### src/rtl/mc_ctrl.sv
// Multi-cycle control sequencer for the MIPS datapath: steps each instruction
// through FETCH/DECODE/EXEC/MEM/WB, handshakes with DM and counts retirements.
module mc_ctrl #(
    parameter int MEM_TIMEOUT = 16,
    parameter int CNT_W       = 32
) (
    input  logic             clk,
    input  logic             rst,
    input  logic [5:0]       op,
    input  logic [5:0]       func,
    input  logic             zero,
    input  logic             mem_ready,
    output logic             ir_we,
    output logic             ab_we,
    output logic             pc_we,
    output logic             reg_we,
    output logic             mem_req,
    output logic             mem_we,
    output logic [1:0]       reg_dst,
    output logic [1:0]       mem_to_reg,
    output logic             alu_src,
    output logic             ext_op,
    output logic [3:0]       alu_op,
    output logic [2:0]       npc_op,
    output logic [2:0]       state,
    output logic             halted,
    output logic [1:0]       fault_code,
    output logic [CNT_W-1:0] retired
);

    typedef enum logic [2:0] {
        S_FETCH  = 3'd0,
        S_DECODE = 3'd1,
        S_EXEC   = 3'd2,
        S_MEM    = 3'd3,
        S_WB     = 3'd4,
        S_HALT   = 3'd5
    } state_e;

    localparam int TW = (MEM_TIMEOUT < 2) ? 1 : $clog2(MEM_TIMEOUT + 1);
    localparam logic [TW-1:0] TMO_LAST = TW'((MEM_TIMEOUT > 0) ? MEM_TIMEOUT - 1 : 0);

    state_e           state_q, state_d;
    logic [TW-1:0]    tmo_q, tmo_d;
    logic [CNT_W-1:0] retired_q, retired_d;
    logic             halted_q, halted_d;
    logic [1:0]       fault_q, fault_d;

    logic is_r, is_nop, is_addu, is_subu, is_jr, is_ori, is_lui;
    logic is_lw, is_sw, is_beq, is_jal, is_legal;

    assign is_r     = (op == 6'b000000);
    assign is_nop   = is_r && (func == 6'b000000);
    assign is_addu  = is_r && (func == 6'b100001);
    assign is_subu  = is_r && (func == 6'b100011);
    assign is_jr    = is_r && (func == 6'b001000);
    assign is_ori   = (op == 6'b001101);
    assign is_lui   = (op == 6'b001111);
    assign is_lw    = (op == 6'b100011);
    assign is_sw    = (op == 6'b101011);
    assign is_beq   = (op == 6'b000100);
    assign is_jal   = (op == 6'b000011);
    assign is_legal = is_nop | is_addu | is_subu | is_jr | is_ori | is_lui |
                      is_lw | is_sw | is_beq | is_jal;

    always_ff @(posedge clk or negedge rst) begin
        if (!rst) begin
            state_q   <= S_FETCH;
            tmo_q     <= '0;
            retired_q <= '0;
            halted_q  <= 1'b0;
            fault_q   <= 2'b00;
        end else begin
            state_q   <= state_d;
            tmo_q     <= tmo_d;
            retired_q <= retired_d;
            halted_q  <= halted_d;
            fault_q   <= fault_d;
        end
    end

    always_comb begin
        state_d    = state_q;
        tmo_d      = tmo_q;
        halted_d   = halted_q;
        fault_d    = fault_q;
        ir_we      = 1'b0;
        ab_we      = 1'b0;
        pc_we      = 1'b0;
        reg_we     = 1'b0;
        mem_req    = 1'b0;
        mem_we     = 1'b0;
        reg_dst    = 2'b00;
        mem_to_reg = 2'b00;
        alu_src    = 1'b0;
        ext_op     = 1'b0;
        alu_op     = 4'd0;
        npc_op     = 3'd0;
        unique case (state_q)
            S_FETCH: begin
                ir_we   = 1'b1;
                state_d = S_DECODE;
            end
            S_DECODE: begin
                ab_we = 1'b1;
                if (is_nop) begin
                    pc_we   = 1'b1;
                    state_d = S_FETCH;
                end else if (is_jr) begin
                    pc_we   = 1'b1;
                    npc_op  = 3'd3;
                    state_d = S_FETCH;
                end else if (is_jal) begin
                    state_d = S_WB;
                end else if (!is_legal) begin
                    fault_d  = 2'b01;
                    halted_d = 1'b1;
                    state_d  = S_HALT;
                end else begin
                    state_d = S_EXEC;
                end
            end
            S_EXEC: begin
                alu_src = is_ori | is_lui | is_lw | is_sw;
                ext_op  = is_lw | is_sw | is_beq;
                if (is_subu)     alu_op = 4'd1;
                else if (is_ori) alu_op = 4'd2;
                else if (is_lui) alu_op = 4'd3;
                else if (is_beq) alu_op = 4'd4;
                else             alu_op = 4'd0;
                if (is_beq) begin
                    pc_we   = 1'b1;
                    npc_op  = zero ? 3'd1 : 3'd0;
                    state_d = S_FETCH;
                end else if (is_lw || is_sw) begin
                    state_d = S_MEM;
                end else begin
                    state_d = S_WB;
                end
            end
            S_MEM: begin
                mem_req = 1'b1;
                mem_we  = is_sw;
                if (mem_ready) begin
                    tmo_d = '0;
                    if (is_sw) begin
                        pc_we   = 1'b1;
                        state_d = S_FETCH;
                    end else begin
                        state_d = S_WB;
                    end
                end else if ((MEM_TIMEOUT != 0) && (tmo_q == TMO_LAST)) begin
                    // The current wait cycle is the MEM_TIMEOUT-th without ready.
                    tmo_d    = '0;
                    fault_d  = 2'b10;
                    halted_d = 1'b1;
                    state_d  = S_HALT;
                end else begin
                    tmo_d = tmo_q + 1'b1;
                end
            end
            S_WB: begin
                reg_we     = 1'b1;
                pc_we      = 1'b1;
                reg_dst    = is_jal ? 2'b10 : (is_r ? 2'b01 : 2'b00);
                mem_to_reg = is_lw ? 2'b01 : (is_jal ? 2'b10 : 2'b00);
                npc_op     = is_jal ? 3'd2 : 3'd0;
                state_d    = S_FETCH;
            end
            S_HALT: begin
                state_d = S_HALT;
            end
            default: begin
                state_d = S_FETCH;
            end
        endcase
        // Reset asynchronously silences every enable and select.
        if (!rst) begin
            ir_we      = 1'b0;
            ab_we      = 1'b0;
            pc_we      = 1'b0;
            reg_we     = 1'b0;
            mem_req    = 1'b0;
            mem_we     = 1'b0;
            reg_dst    = 2'b00;
            mem_to_reg = 2'b00;
            alu_src    = 1'b0;
            ext_op     = 1'b0;
            alu_op     = 4'd0;
            npc_op     = 3'd0;
        end
        retired_d = retired_q + CNT_W'(pc_we);
    end

    assign state      = state_q;
    assign halted     = halted_q;
    assign fault_code = fault_q;
    assign retired    = retired_q;

endmodule

### config.mk
export PLATFORM = sky130hd
export DESIGN_NAME = mc_ctrl
export DESIGN_NICKNAME = d
export VERILOG_FILES = /design/src/rtl/mc_ctrl.sv
export SDC_FILE = /design/constraint.sdc
export NUM_CORES = 1
export LEC_CHECK = 0
export ABC_AREA = 1
export CORE_ASPECT_RATIO = 1.25
export CORE_MARGIN = 8
export CORE_UTILIZATION = 42
export DETAILED_ROUTE_END_ITERATION = 12
export PLACE_DENSITY = 0.77
export SYNTH_ARGS = -nofsm -noshare
export SYNTH_HDL_FRONTEND = slang
export SYNTH_SLANG_ARGS = --single-unit
export TNS_END_PERCENT = 20
### constraint.sdc
create_clock -name clk -period 5.9 [get_ports clk]
set_input_delay 1.475 -clock clk [delete_from_list [all_inputs] [get_ports clk]]
set_output_delay 1.475 -clock clk [all_outputs]
set_load 0.1 [all_outputs]
==> results.py <==
metrics = {
    "global_routing": {
        "grt_usage": 0.152,
        "grt_pass1_vias": 2341,
        "grt_pass1_wl_um": 10500,
        "grt_max_degree": 44,
        "antenna_found_initial": 0,
        "overflow": 0,
    },
    "detailed_routing": {
        "drcViolationCount": 0,
        "wirelength_um": 6210,
        "ant_nets": 0,
        "vias": 2293,
        "drt_first_iter_violations": 44,
        "avgViaCountPerCell": 5.01,
        "dr.pass1.iters": 4,
        "wire_per_inst_um": 13.6,
    },
    "job": {
        "maxCapViolations": 0,
    },
    "power": {
        "power_leakage_nw": 1.64,
        "power_mw": 1.13,
        "power_density_mw_per_mm2": 342,
        "max-vdd-ir-drop_uv": 289,
    },
    "cells_and_area": {
        "seqCellArea_mm2": 0.00108,
        "n_antenna_cell": 0,
        "multi_input_area_mm2": 0.00123,
        "final_core_util": 0.575,
        "fillers": 552,
        "drive_gt1_frac": 0.112,
        "layout.nets": 411,
        "layout.cells.non_filler": 458,
        "final_cell_mix": "nand2_1 (65), clkdlybuf4s50_1 (52), nor2_1 (48)",
        "layout_commonest_cell": "nand2_1",
        "area_delta_synth_final_pct": 33.3,
    },
    "cts": {
        "holdBufCountCts": 0,
        "clockBufferDepth": 2,
        "cts_setup_buffers": 0,
        "clk_pin_slew_ps": 80,
        "clkLatencyLatePin_ps": 290,
        "post_cts_resized": 0,
        "cts_sinks": 43,
        "htreeDepth": 2,
        "cts_inserted_buffers": 5,
        "clockRootBuffer": "clkbuf_8",
        "cts_tree": "built",
    },
    "critical_path": {
        "start_kind": "input pin",
        "critPathArrivalTime_ps": 3320,
        "crit_start": "op[2]",
        "rr_startpoint": "state[2]$_DFFE_PN0P_",
        "required_ps": 4430,
        "path_class": "input pin to output pin",
        "cp-end-kind": "output pin",
        "crit_path_max_fanout": 4,
    },
    "timing": {
        "holdWs_ps": 468,
        "max_slew_margin": 0.332,
        "fin_ws_ps": 1100,
        "min_period_ps": 4800,
        "hold_violations": 0,
        "worstMarginPinSlew_ps": 999,
        "fin_skew_ps": 7.66,
        "post-route-period-util": 0.813,
        "slew_viol_final": 0,
        "rsz0062_at_grt": "false",
        "setup_viol_count_final": 0,
        "fmax_mhz": 208,
    },
    "floorplanning": {
        "row_count": 31,
        "die_h_um": 102,
        "initial_utilization": 0.432,
        "coreArea_mm2": 0.00574,
        "die_x_um": 84.7,
        "ios": 73,
        "dieArea_mm2": 0.00863,
    },
    "place": {
        "place.gp.congestion": 0.883,
        "numPortBuffers": 70,
        "place_ws_ps": 1070,
        "post-dp-hpwl_um": 5100,
        "dpl.cell_count": 451,
    },
    "hold_path": {
        "hold_start": "retired[31]$_DFF_PN0_",
        "holdCritPathClass": "flip-flop to flip-flop",
    },
    "logic_synthesis": {
        "postSynthCellCount": 316,
        "synthTopCellsByArea": "dfrtp_1 (43%), nand2_1 (9.8%), nor2_1 (7.3%)",
        "synth_top_cell_by_area": "dfrtp_1",
        "synth_warnings": 0,
        "synth_area_mm2": 0.00248,
        "synth.top_cell.area_share": 0.434,
        "yosysUniqueCellTypes": 28,
        "ys_seq_area_frac": 0.434,
        "synth-seq-cells": 43,
        "syn_avg_cell_area_um2": 7.84,
    },
    "status": {
        "status": "complete, no violations",
    },
}
==> Yosys cell counts <==
cell,count
nor3_4,1
nor3_1,10
nor2_2,5
clkinv_1,1
nand2_2,2
dfrtp_1,43
nor4_1,3
nor4_2,1
nand3_2,2
nor2_4,1
xor2_1,19
nor2_1,48
nand4_4,1
a21oi_1,11
and2_4,1
xnor2_1,12
conb_1,1
nand3_1,24
buf_2,1
a31oi_1,1
nor3_2,2
nand2_1,65
ha_1,3
nand4_1,6
buf_4,2
o21ai_0,5
a22o_1,1
inv_1,44
==> area by class of cell <==
cell class | count | share of cell area
inverters | 45 | 0.0511
clock inverters | 1 | 0.00152
well taps | 66 | 0.0250
clock buffers | 6 | 0.0250
flip-flops and latches | 43 | 0.326
multi-input cells | 226 | 0.372
repair buffers | 71 | 0.200
==> power by group <==
part,switching [mW],leakage (nW),internal [mW]
sequential,0.0513,0.557,0.344
clock,0.0929,0.0470,0.0918
combinational,0.422,1.03,0.129
total,0.566,1.64,0.565
==> metrics by stage <==
stage          TNS, ps  instance area, µm²
6_report             0                3300
5_1_grt              0                3300
4_1_cts              0                3300
3_5_place_dp         0                3220
3_3_place_gp         0                3220
2_1_floorplan     -403                2490
==> worst max-delay path, stage by stage <==
cell	delay, ps
clkdlybuf4s50_1	460
nor2_1	250
inv_1	70
nor2_1	210
nand2_1	120
nand2_1	100
nand2_1	50
a31oi_1	240
buf_4	340
==> per-layer routing <==
metal | up-vias | global-route usage | share of wire
met3 | 8 | 0.0684 | 0.095
met4 | 0 | 0.0495 | 0.015
met1 | 1059 | 0.159 | 0.40
met2 | 81 | 0.266 | 0.49
li1 | 1145 | - | -
met5 | - | 0 | 0
==> path summary, 6_finish.rpt <==
check | to | slack [ps] | cells after the start
setup / recovery | pc_we | 1100 | 9
hold / removal | retired[31]$_DFF_PN0_ | 470 | 1
setup reg to reg | retired[30]$_DFF_PN0_ | 2680 | 13
hold reg to reg | retired[31]$_DFF_PN0_ | 470 | 1
max in group asynchronous | retired[19]$_DFF_PN0_ | 4230 | 2
min in group asynchronous | retired[5]$_DFF_PN0_ | 1300 | 2
==> cell families after synthesis <==
kind of cell,after synthesis,share of synthesized area
flops,43,0.434
other cells,1,0.00151
fa+ha+maj,3,0.0152
xor+xnor,31,0.110
compound gates,18,0.0384
simple gates,172,0.325
buf+inv,48,0.0763
==> state kept, by name, indices dropped and copies added, names as in the netlist <==
signal / count
retired: 32
fault_code: 2
state: 3
tmo_q: 5
halted: 1
(Power assumes the default switching activity.)
